`src/rtl/uart_tx_arbiter.sv`:
```
// uart_tx_arbiter: shares one UART TX byte stream among NUM_SRC AXI4-Stream
// byte sources. Each grant is sent as a frame made of one type header byte
// followed by payload bytes up to the source tlast. A packet longer than
// MAX_BURST payload bytes is cut into several frames. Arbitration is
// round-robin and only happens between frames.
// Optional build macro: UART_TX_ARB_CHECKSUM_EN appends an XOR trailer byte
// to every frame.
module uart_tx_arbiter #(
    parameter int NUM_SRC    = 4,
    parameter int DATA_WIDTH = 8,
    parameter int MAX_BURST  = 64,
    parameter logic [NUM_SRC*DATA_WIDTH-1:0] SRC_TYPES = {8'd0, 8'd5, 8'd2, 8'd3},
    localparam int SEL_W     = (NUM_SRC > 1) ? $clog2(NUM_SRC) : 1
) (
    input  logic                          clk,
    input  logic                          rst_n,
    input  logic [NUM_SRC*DATA_WIDTH-1:0] s_tdata,
    input  logic [NUM_SRC-1:0]            s_tvalid,
    output logic [NUM_SRC-1:0]            s_tready,
    input  logic [NUM_SRC-1:0]            s_tlast,
    output logic [DATA_WIDTH-1:0]         m_tdata,
    output logic                          m_tvalid,
    input  logic                          m_tready,
    output logic                          m_tlast,
    output logic [SEL_W-1:0]              grant_id,
    output logic                          busy,
    output logic [15:0]                   frag_count
);

    typedef enum logic [1:0] {
        S_IDLE,
        S_HEADER,
`ifdef UART_TX_ARB_CHECKSUM_EN
        S_PAYLOAD,
        S_TRAILER
`else
        S_PAYLOAD
`endif
    } state_t;

    state_t                  state_reg;
    logic [SEL_W-1:0]        grant_reg;
    logic [SEL_W-1:0]        rr_ptr_reg;
    logic [7:0]              byte_cnt_reg;
    logic [15:0]             frag_reg;
`ifdef UART_TX_ARB_CHECKSUM_EN
    logic [DATA_WIDTH-1:0]   xor_reg;
`endif

    logic                    pick_found;
    logic [SEL_W-1:0]        pick_idx;
    logic [DATA_WIDTH-1:0]   sel_data;
    logic                    sel_valid;
    logic                    sel_last;
    logic [DATA_WIDTH-1:0]   header_byte;
    logic                    burst_hit;
    logic                    end_frame;
    logic                    pay_xfer;

    // Round-robin scan starting just after the last granted source.
    always_comb begin
        pick_found = 1'b0;
        pick_idx   = rr_ptr_reg;
        for (int k = 1; k <= NUM_SRC; k++) begin
            int idx;
            idx = (int'(rr_ptr_reg) + k) % NUM_SRC;
            if (!pick_found && s_tvalid[idx[SEL_W-1:0]]) begin
                pick_found = 1'b1;
                pick_idx   = idx[SEL_W-1:0];
            end
        end
    end

    assign sel_data    = s_tdata[int'(grant_reg)*DATA_WIDTH +: DATA_WIDTH];
    assign sel_valid   = s_tvalid[grant_reg];
    assign sel_last    = s_tlast[grant_reg];
    assign header_byte = SRC_TYPES[int'(grant_reg)*DATA_WIDTH +: DATA_WIDTH];
    assign burst_hit   = (byte_cnt_reg == 8'(MAX_BURST - 1));
    assign end_frame   = sel_last | burst_hit;
    assign pay_xfer    = (state_reg == S_PAYLOAD) && sel_valid && m_tready;

    // Ready goes only to the granted source, and only while payload is flowing.
    generate
        for (genvar gi = 0; gi < NUM_SRC; gi++) begin : g_ready
            assign s_tready[gi] = (state_reg == S_PAYLOAD) &&
                                  (grant_reg == SEL_W'(gi)) && m_tready;
        end
    endgenerate

    // Output mux: header, payload pass-through or trailer, selected by state.
    always_comb begin
        m_tdata  = '0;
        m_tvalid = 1'b0;
        m_tlast  = 1'b0;
        case (state_reg)
            S_HEADER: begin
                m_tdata  = header_byte;
                m_tvalid = 1'b1;
            end
            S_PAYLOAD: begin
                m_tdata  = sel_data;
                m_tvalid = sel_valid;
`ifdef UART_TX_ARB_CHECKSUM_EN
                m_tlast  = 1'b0;
`else
                m_tlast  = end_frame;
`endif
            end
`ifdef UART_TX_ARB_CHECKSUM_EN
            S_TRAILER: begin
                m_tdata  = xor_reg;
                m_tvalid = 1'b1;
                m_tlast  = 1'b1;
            end
`endif
            default: ;
        endcase
    end

    assign busy       = (state_reg != S_IDLE);
    assign grant_id   = grant_reg;
    assign frag_count = frag_reg;

    // Frame sequencer: grant, header, payload (with burst cut), optional trailer.
    always_ff @(posedge clk) begin
        if (!rst_n) begin
            state_reg    <= S_IDLE;
            grant_reg    <= '0;
            rr_ptr_reg   <= SEL_W'(NUM_SRC - 1);
            byte_cnt_reg <= '0;
            frag_reg     <= '0;
`ifdef UART_TX_ARB_CHECKSUM_EN
            xor_reg      <= '0;
`endif
        end else begin
            case (state_reg)
                S_IDLE: begin
                    if (pick_found) begin
                        grant_reg  <= pick_idx;
                        rr_ptr_reg <= pick_idx;
                        state_reg  <= S_HEADER;
`ifdef UART_TX_ARB_CHECKSUM_EN
                        xor_reg    <= '0;
`endif
                    end
                end
                S_HEADER: begin
                    if (m_tready) begin
                        byte_cnt_reg <= '0;
                        state_reg    <= S_PAYLOAD;
`ifdef UART_TX_ARB_CHECKSUM_EN
                        xor_reg      <= xor_reg ^ header_byte;
`endif
                    end
                end
                S_PAYLOAD: begin
                    if (pay_xfer) begin
                        byte_cnt_reg <= byte_cnt_reg + 8'd1;
`ifdef UART_TX_ARB_CHECKSUM_EN
                        xor_reg      <= xor_reg ^ sel_data;
`endif
                        if (end_frame) begin
                            // Count cut was forced, not a natural packet end.
                            if (!sel_last && frag_reg != 16'hFFFF) begin
                                frag_reg <= frag_reg + 16'd1;
                            end
`ifdef UART_TX_ARB_CHECKSUM_EN
                            state_reg <= S_TRAILER;
`else
                            state_reg <= S_IDLE;
`endif
                        end
                    end
                end
`ifdef UART_TX_ARB_CHECKSUM_EN
                S_TRAILER: begin
                    if (m_tready) begin
                        state_reg <= S_IDLE;
                    end
                end
`endif
                default: state_reg <= S_IDLE;
            endcase
        end
    end

endmodule

```
`config.mk`:
```
export PLATFORM = sky130hd
export DESIGN_NAME = uart_tx_arbiter
export DESIGN_NICKNAME = d
export VERILOG_FILES = /design/src/rtl/uart_tx_arbiter.sv
export SDC_FILE = /design/constraint.sdc
export NUM_CORES = 1
export LEC_CHECK = 0
export CORE_MARGIN = 8
export CORE_UTILIZATION = 34
export DETAILED_ROUTE_END_ITERATION = 8
export PLACE_DENSITY_LB_ADDON = 0.05
export SLEW_MARGIN = 10
export SYNTH_ARGS = -nofsm -noshare
export SYNTH_HDL_FRONTEND = slang
export SYNTH_SLANG_ARGS = --single-unit
```
`constraint.sdc`:
```
create_clock -name clk -period 2.6 [get_ports clk]
set_input_delay 0.78 -clock clk [delete_from_list [all_inputs] [get_ports clk]]
set_output_delay 0.78 -clock clk [all_outputs]
set_load 0.02 [all_outputs]
```
==> results by group <==
Detailed routing
  – Post-DRT Antenna Nets: 0
  – Routed WL per cell: 14.21 um
  – Iter 0 DRT Violations: 98
  – Vias: 2168
  – Drc violations: 0
  – DR vias/cell: 5.199
  – Total wire length: 5926 um
  – Initial DRT Pass Iterations: 4

Yosys
  – Synth top area share: 0.3046
  – Async set or reset register ratio after synthesis: 0
  – Post-synth EDFFs: 0
  – Most instantiated cells after synthesis: a21oi_1 (30), dfxtp_1 (30), nand2_1 (22), inv_1 (14), o21ai_0 (13)
  – Cell count after synthesis: 245
  – Number of synthesized register bits: 30
  – Syn Std Cell Area: 1972 um2
  – Synth Warn #: 0
  – Commonest register cell after synthesis: dfxtp_1
  – Syn_nets: 294
  – Synth area leader: dfxtp_1
  – Post-synthesis sequential area ratio: 0.3046
  – Netlist cell types: 47
  – Syn Area/Cell: 8.049 um2
  – Main area contributors after synthesis: dfxtp_1 (30%), mux4_2 (8.0%), a21oi_1 (7.6%)

Place
  – Gp weighted congestion: 0.7950
  – I/O Buffers: 75
  – Dpl ws: -0.7393 ns
  – Dpl hpwl: 4774 um

Floorplan
  – Core area: 5540 um2
  – Rows: 27
  – Top Ports: 76
  – Initial core utilization: 0.3559
  – Die width: 92.16 um
  – Die footprint: 8493 um2
  – Die Height: 92.16 um

Worst hold path
  – Hold Crit Start: byte_cnt_reg[7]$_SDFFE_PN0P_
  – Hold Path Depth: 2
  – Tightest Hold Check Type: reg -> reg
  – Hold Path End: byte_cnt_reg[7]$_SDFFE_PN0P_

Power and ir drop
  – Switching part of the total power: 0.3880
  – Clk pwr share: 0.188
  – Comb power frac: 0.553
  – Maximum vdd drop: 348.6 uV
  – Register share of total power: 0.259
  – Total power: 2.103 mW
  – Power Internal: 1.287 mW
  – Pleak: 1.212 nW
  – PwrDens: 687.0 nW/um2
  – Switch Pwr: 0.8160 mW

Finish
  – # diodes: 0
  – Layout cells sized above 1: 0.2464
  – P&R area growth vs syn: 55.27%
  – Fill cell total of the finished layout: 553
  – Number of nets in the layout: 393
  – Max reg flops: 16

Setup path
  – Critical Path, Cell by Cell: clkdlybuf4s50_1 -> nand2_1 -> nor3_1 -> clkdlybuf4s15_2
  – WP data required: 1.82 ns
  – Cell family with the largest share of critical-path delay: buffers and inverters
  – Worst Reg-to-Reg Cells: 9
  – CP Class: in -> out
  – Flop-to-flop setup slack: 0.18 ns
  – Crit. End Element: primary output
  – Worst Path Arrival: 1.80 ns
  – CP Max Fanout: 3
  – CP max stage cell: clkdlybuf4s50_1
  – Worst r2r src: state_reg[0]$_SDFFE_PN0P_
  – R2R Path End: frag_count[9]$_SDFFE_PN0P_
  – CP bufs+invs: 2
  – CP Launch Type: input port
  – CP peak stage delay: 0.50 ns

Global routing
  – Gr ovfl total: 0
  – Initial antenna violation count: 0
  – Number of global-route vias before repair: 2194
  – Pin count of the biggest net entering global routing: 16
  – First-pass GRT wire length: 10250 um
  – GRT Total Usage: 0.1447

Timing
  – Fin. Hold Viols: 0
  – Clock period minus worst slack: 2.579 ns
  – Max-slew violations: 0
  – Worst setup margin: 0.02120 ns
  – Final Skew: 0.006841 ns
  – RSZ-0062 raised after global routing: true
  – Final setup viols: 0
  – FMAX: 387.8 MHz
  – Slew Limit Headroom: 0.6854
  – Worst-Margin Slew: 0.4714 ns
  – Fin Setup TNS: 0 ns
  – WHS: 0.5019 ns
  – Final worst path period share: 0.9918

CTS
  – Clock sink count: 30
  – CTS buffer count: 5
  – Hold Buf Count CTS: 0
  – Worst-path clk slew: 0.06 ns
  – Clk_lat worst skew: 0.28 ns
  – Clock buffer depth: 2
  – H-tree Lvls: 2
  – Root buffer cell: clkbuf_8
  – TritonCTS clock tree: built

Run status
  – Outcome: finished clean

Job
  – # Max-Cap Violations: 0
-- cells in the final DEF, fill, tap and decap left out, types with 2 or more instances in the layout --
cell type,instances
clkdlybuf4s50_1,30
and3_1,3
buf_6,9
o21ai_0,12
nand2_1,22
clkbuf_2,6
nand2b_1,2
o211ai_1,2
buf_2,5
nor2_1,11
o31ai_1,7
and2_1,3
or4_1,6
buf_4,33
nor3_1,2
mux2i_1,3
nand3_1,11
or3_1,8
nor2b_1,3
nand4_1,9
o32ai_1,3
a211oi_1,4
inv_1,14
clkbuf_8,6
dfxtp_1,30
mux4_2,7
ha_1,5
or2_2,2
and3_4,5
a21oi_1,29
dlygate4sd2_1,22
nor4_1,3
-- cells by family after synthesis --
| logic type | after synthesis | synth area share |
|---|---|---|
| xor+xnor | 2 | 0.008885 |
| buf+inv | 29 | 0.06091 |
| simple gates | 99 | 0.2785 |
| mux | 12 | 0.1066 |
| flops | 30 | 0.3046 |
| compound gates | 67 | 0.2024 |
| fa+ha+maj | 6 | 0.03807 |
-- worst reg2reg max path, delay by kind of cell, from the launching register on --
family / cells / cell delay (ns)
buffers and inverters: 4 / 0.58
DFF: 1 / 0.31
adders and majority gates: 1 / 0.29
and+or+nand+nor: 3 / 1.02
AOI/OAI and AO/OA: 1 / 0.14
-- worst max path at each step --
stage / startpoint / end / slack (ns) / depth (start not counted)
floorplan: s_tlast[3] / frag_count[9]$_SDFFE_PN0P_ / 0.03 / 6
global placement: s_tlast[3] / m_tlast / -0.72 / 5
detailed placement: s_tlast[3] / m_tlast / -0.74 / 5
CTS: m_tready / s_tready[3] / 0.005 / 4
global route: s_tlast[3] / m_tlast / -0.01 / 5
finish: m_tready / s_tready[1] / 0.02 / 4
-- routing by layer --
metal	GRT usage	vias to the layer above	wire length [um]
met2	0.2336	47	2848
met4	0.04430	0	46
met5	0	-	0
met3	0.04319	2	302
met1	0.1801	1003	2729
li1	-	1116	-
-- power groups by stage --
stage	registers [mW]	logic [mW]	clock network (mW)
6_report	0.545	1.16	0.396
2_1_floorplan	0.554	0.661	0
4_1_cts	0.544	1.15	0.408
3_5_place_dp	0.553	1.17	0
5_1_grt	0.550	1.28	0.428
3_3_place_gp	0.554	1.17	0
-- layout make-up --
class / instances / area [um2] / area share
multi-input cells: 186 / 1303 / 0.4254
clock buffers: 6 / 82.58 / 0.02697
well taps: 72 / 90.09 / 0.02942
flip-flops and latches: 30 / 600.6 / 0.1962
clock inverters: 2 / 12.51 / 0.004087
inverters: 14 / 52.55 / 0.01716
repair buffers: 107 / 920.9 / 0.3008
-- stage by stage --
| step | cells | util | instance area (um2) |
|---|---|---|---|
| 4_1_cts | 417 | 0.5517 | 3057 |
| 2_1_floorplan | 245 | - | 1972 |
| 3_5_place_dp | 409 | 0.5388 | 2985 |
| 5_1_grt | 417 | 0.5526 | 3062 |
| 3_3_place_gp | 409 | 0.5388 | 2985 |
| 6_report | 417 | 0.5526 | 3062 |
-- what timing repair did --
item                                    CTS  global route
pin swaps                                11             5
endpoints found under the setup margin   26            17
cloned                                    0             0
gates resized for setup                 115            18
buffers inserted                          0             0
(Power assumes the default switching activity.)
